## src/rtl/mux_rr_arbiter.sv

```systemverilog
// mux_rr_arbiter: round-robin grant sequencer for the shared 4:1 data mux.
// Each grant is bounded to HOLD_MAX beats; one idle cycle separates grants.
module mux_rr_arbiter #(
   parameter int WIDTH    = 2,
   parameter int HOLD_MAX = 4
) (
   input  logic             clk,
   input  logic             rst_n,
   input  logic [3:0]       req,
   input  logic [WIDTH-1:0] in0,
   input  logic [WIDTH-1:0] in1,
   input  logic [WIDTH-1:0] in2,
   input  logic [WIDTH-1:0] in3,
   input  logic             out_ready,
   output logic [1:0]       select,
   output logic [3:0]       gnt,
   output logic             out_valid,
   output logic [WIDTH-1:0] out_data
);

   typedef enum logic {
      IDLE,
      GRANT
   } state_t;

   localparam logic [3:0] LAST_BEAT = 4'(HOLD_MAX - 1);

   state_t           state;
   logic [1:0]       last_winner;
   logic [3:0]       beat_cnt;
   logic [1:0]       winner;
   logic [WIDTH-1:0] sel_data;
   logic             xfer;
   logic             rel;

   // first requester after last_winner, wrapping; ties never occur
   always_comb begin
      logic [1:0] idx;
      logic       found;
      winner = last_winner + 2'd1;
      found  = 1'b0;
      idx    = last_winner;
      for (int k = 1; k <= 4; k++) begin
         idx = last_winner + 2'(k);
         if (!found && req[idx]) begin
            winner = idx;
            found  = 1'b1;
         end
      end
   end

   always_comb begin
      sel_data = '0;
      unique case (select)
         2'd0: sel_data = in0;
         2'd1: sel_data = in1;
         2'd2: sel_data = in2;
         2'd3: sel_data = in3;
      endcase
   end

   assign out_valid = (state == GRANT) && req[select];
   assign out_data  = out_valid ? sel_data : '0;
   assign xfer      = out_valid && out_ready;
   assign rel       = !req[select] ||
                      (xfer && (beat_cnt == LAST_BEAT));

   always_ff @(posedge clk or negedge rst_n) begin
      if (!rst_n) begin
         state       <= IDLE;
         select      <= 2'd0;
         gnt         <= 4'b0000;
         last_winner <= 2'd3;
         beat_cnt    <= 4'd0;
      end else begin
         unique case (state)
            IDLE: begin
               if (|req) begin
                  select   <= winner;
                  gnt      <= 4'b0001 << winner;
                  beat_cnt <= 4'd0;
                  state    <= GRANT;
               end else begin
                  gnt <= 4'b0000;
               end
            end
            GRANT: begin
               if (rel) begin
                  state       <= IDLE;
                  gnt         <= 4'b0000;
                  last_winner <= select;
                  beat_cnt    <= 4'd0;
               end else if (xfer) begin
                  beat_cnt <= beat_cnt + 4'd1;
               end
            end
         endcase
      end
   end

endmodule

```

## config.mk

```make
export PLATFORM = sky130hd
export DESIGN_NAME = mux_rr_arbiter
export DESIGN_NICKNAME = d
export VERILOG_FILES = /design/src/rtl/mux_rr_arbiter.sv
export SDC_FILE = /design/constraint.sdc
export NUM_CORES = 1
export LEC_CHECK = 0
export ABC_AREA = 1
export CORE_MARGIN = 5
export CORE_UTILIZATION = 50
export DETAILED_ROUTE_END_ITERATION = 10
export GPL_TIMING_DRIVEN = 0
export PLACE_DENSITY = 0.85
export SYNTH_ARGS = -nofsm -noshare
export SYNTH_HDL_FRONTEND = slang
export SYNTH_SLANG_ARGS = --single-unit
```

## constraint.sdc

```tcl
create_clock -name clk -period 1.9 [get_ports clk]
set_input_delay 0.38 -clock clk [delete_from_list [all_inputs] [get_ports clk]]
set_output_delay 0.38 -clock clk [all_outputs]
set_load 0.05 [all_outputs]
```

# Word level (Yosys, flattened, before mapping)
# Index checks and enable logic that the tools add are counted.
# Widths: inputs -> output; s select.
# word_totals
input_bits,15
regBits,13
# classes
n_lt_le_gt_ge,5
reduce_logical,16
eq_ne,7
bitwise_logic,1
n_mux,28
shift,1
n_addsub,4
# ops
cell,count
$mux 4,5
$pmux 4 s2,2
$lt 2x3->1 const B,5
$bmux 1 s2,5
$mux 1,10
$mux 2,4
$pmux 2 s4,1
$logic_and 1x1->1,6
$reduce_and 2->1,3
$add 2x2->2 const B,2
$add 4x1->4 const B,1
$eq 2x2->1 const B,2
$eq 4x2->1 const B,1
$logic_not 1->1,4
$reduce_or 4->1,1
$shl 1x2->4 const A,1
$ne 3x1->1 const B,1
$add 2x1->2 const B,1
$eq 2x1->1 const B,1
$logic_not 2->1,1
$ne 2x1->1 const B,1
$ne 2x2->1 const B,1
$pmux 1 s2,1
$logic_or 1x1->1,1
$not 1->1,1

# Depth between registers and ports, before layout
# depth
ltp_word,16
ltp_mapped,14

# Worst setup path before layout
# No wires, ideal clock.
# synth_path
path_type,flip-flop to output port
from,register select[1]
to,output out_data[0]
arrival_ps,2446
stages_incl_launch_ff,9
slack_ps,-926
t_required_ps,1520
cell_sequence,dfrtp_1 > buf_6 > inv_1 > nand3_1 > nand4_1 > nand2_1 > inv_1 > o21ai_0 > a31oi_1
# synth_between
elab_chain_cells,4
# synth_lines
element,line,source
"start, declared",15,"output logic [1:0] select,"
"start signal, assigned",79,select <= winner;
$bmux 1 s2,62,assign out_valid = (state == GRANT) && req[select];
$mux 1 (not written as such),62,
$logic_and 1x1->1,62,
named net out_valid,17,"output logic out_valid,"
$mux 2,63,assign out_data = out_valid ? sel_data : '0;
"end, declared",18,output logic [WIDTH-1:0] out_data
# The timed path passes the listed nets, and every way through them passes these cells. The select of a mux whose other input is x is not followed.

# Final worst setup path
# layout_path
from,register select[1]
to,output out_data[0]
# layout_between
elab_chain_cells,4
# layout_lines
element,line
$bmux 1 s2,62
$mux 1 (not written as such),62
$logic_and 1x1->1,62
$mux 2 (*),63
# Every way passes the cells marked *; elsewhere a longest branch is shown, timed or not. The select of a mux whose other input is x is not followed.

==> impl_metrics.py <==
metrics = {
    "run_status": {
        "status": "finished with violations",
        "failed_checks": "setup timing",
    },
    "sta": {
        "tightest_slew_ns": 0.5558,
        "max_freq_mhz": 499.4,
        "drv_slew": 0,
        "grt_setup_unrepaired": "true",
        "holdWs_ns": 0.4581,
        "setup_viol": 2,
        "finalHoldViolCount": 0,
        "max_slew_margin_pct": 62.83,
        "period_minus_slack_ns": 2.002,
        "setup_ws_ns": -0.1024,
        "period_share_pct": 105.4,
        "clock_skew_ns": 0.006443,
    },
    "die": {
        "fp.dieH_um": 56.88,
        "fp-row-count": 17,
        "die-area_um2": 3235,
        "coreArea_um2": 2148,
        "ios": 24,
        "floorplan.initialDensity_pct": 51.14,
        "die_w_um": 56.88,
    },
    "cts": {
        "clk_path_buf_depth": 2,
        "ctsHoldBuffers": 0,
        "cts.sinks": 13,
        "clockRootBuffer": "clkbuf_4",
        "insertion_delay_ns": 0.28,
        "cts.clk_slew.worst_paths_ns": 0.08,
        "cts_max_level": 1,
        "cts_tree": "yes",
        "cts_inserted_buffers": 3,
    },
    "drt": {
        "wire_per_inst_um": 12.05,
        "wl_met3_um": 113,
        "drtIter0Drc": 40,
        "viasPerCell": 5.088,
        "wl_met1_mm": 1.185,
        "highest_layer": "met4",
        "drc": 0,
        "route.vias.total": 1150,
        "wirelength_mm": 2.723,
        "dr.pass1.iters": 4,
        "postRouteAntennaNets": 0,
        "dr_wl_met2_mm": 1.385,
    },
    "final_layout": {
        "syn_to_final_growth_pct": 37.59,
        "design_area_um2": 1511,
        "drive_above_1_share_pct": 32.83,
        "fin_cells": 226,
        "mostFrequentLayoutCells": "nand2_1, nand3_1, nand2_2",
        "nets": 215,
        "antenna_cells": 0,
        "fillCellCount": 175,
        "utilization_pct": 70.36,
        "layout_commonest_cell": "nand2_1",
    },
    "critical_path": {
        "critPathTopFamily": "flip-flops",
        "critPathArrivalTime_ns": 1.62,
        "critPathKind": "reg2out",
        "cp_max_fo": 7,
        "cp-start-kind": "flip-flop",
        "crit_buf_inv": 3,
        "slowest_stage": "dfrtp_2",
        "cp_slowest_stage_delay_ns": 0.49,
        "endpoint_kind": "primary output",
        "worstPathRequired_ns": 1.52,
        "path_cells": "inv_4, nand3_2, nand4_1, nand2_2, clkinvlp_4, o21ai_2, a31oi_4, buf_6",
    },
    "hold_path": {
        "hold_class": "in2async",
    },
    "placed_design": {
        "dp_hpwl_mm": 2.096,
        "io_buffers": 23,
        "dp.cells": 213,
        "dpl_cell_area_um2": 1415,
        "gp_congestion": 0.7840,
    },
    "synth": {
        "synthCells": 162,
        "yosysWarnings": 0,
        "yosysTopAreaCellShare_pct": 25.06,
        "avgSynthCellArea_um2": 6.781,
        "yosysTopAreaCell": "dfrtp_1",
        "synth_area_leaders": "dfrtp_1, nand2_1, nand3_1, nand2_2, inv_1",
        "yosysSeqAreaShare_pct": 29.84,
        "synth_seq_cells": 13,
        "synth.distinct_cells": 24,
        "synth_nets": 178,
        "synthesis.area_um2": 1099,
    },
    "grt": {
        "grt_pass1_wl_mm": 4.616,
        "grt-ovfl-total": 0,
        "grt_use_total_pct": 17.46,
        "antenna_found_initial": 0,
        "grt_max_degree": 14,
        "grt_pass1_vias": 1147,
    },
    "pwr": {
        "ir_worst_vdd_mv": 1.135,
        "p_leak_uw": 0.0007448,
        "p_per_area_nw_per_um2": 1872,
    },
    "run": {
        "cap_violations": 0,
    },
}
path summary, 6_finish.rpt:
check                      startpoint           to  slack [ns]  cells after the start
max reg2reg                 select[1]  beat_cnt[1]        0.19                      9
max                         select[1]  out_data[0]       -0.10                      8
min                             rst_n        state        0.46                      1
min reg2reg                    gnt[0]       gnt[0]        0.50                      2
max in group asynchronous       rst_n    select[1]        1.04                      1
min in group clk               gnt[0]       gnt[0]        0.50                      2
synthesized netlist by cell type:
library cell,count
nor2_2,1
a31oi_1,2
ha_1,1
nand2_4,3
nor2_1,7
nor2_4,1
nor4_1,1
o21ai_2,3
buf_6,4
xor2_1,2
nand3_2,2
dfrtp_1,11
o31ai_2,1
o21ai_0,10
nand3_1,21
nand2_2,15
nand2_1,50
inv_1,17
inv_4,1
dfstp_2,2
inv_2,3
o21ai_1,1
a21oi_1,1
nand4_1,2
registers in the layout, summed over array words and instances, names as in the netlist:
name and cells:
beat_cnt 4, gnt 4, last_winner 2, select 2
state 1
area by class of cell:
cell class	count	area [um^2]	area share, %
Sequential cell	13	330.3	21.85
Timing Repair Buffer	33	294.0	19.45
Multi-Input combinational cell	124	701.9	46.44
Clock buffer	4	26.28	1.738
Inverter	21	90.09	5.960
Buffer	3	33.78	2.235
Tap cell	28	35.03	2.318
kinds of logic (layout without fill, tap and decap cells):
family | Yosys count | count (layout) | synth area share [%]
buffers and inverters | 25 | 61 | 11.50
flip-flops | 13 | 13 | 29.84
adder cells (fa/ha/maj) | 1 | 1 | 1.139
XOR/XNOR | 2 | 2 | 1.595
AO/OA/AOI/OAI | 18 | 18 | 10.14
AND/OR/NAND/NOR | 103 | 103 | 45.79
power breakdown:
part	internal, uW	switching (uW)
Clock	81.4	88.8
Sequential	399	134
Combinational	781	1350
Total	1260	1570
routing by layer:
| metal | vias up | track usage (%) |
|---|---|---|
| met2 | 27 | 33.83 |
| li1 | 586 | - |
| met1 | 531 | 19.32 |
| met4 | 0 | 4.305 |
| met3 | 6 | 2.989 |
| met5 | - | 0 |
metrics by stage:
step                      worst slack [ns]  total power [uW]  TNS [ns]
after floorplan                    -0.2078              2051   -0.4156
after global placement             -0.8842              2422    -2.525
after detailed placement           -0.9290              2499    -3.008
after CTS                          -0.1189              2751   -0.2262
after global routing               -0.1889              3072   -0.4075
final                              -0.1024              2830   -0.1959
what timing repair did:
item	in CTS	in global routing
pin swaps	2	2
resized for setup	29	2
buffers inserted	4	6
gates cloned	0	0
setup endpoints to repair	4	3
Power figures use the tool's default switching activity.
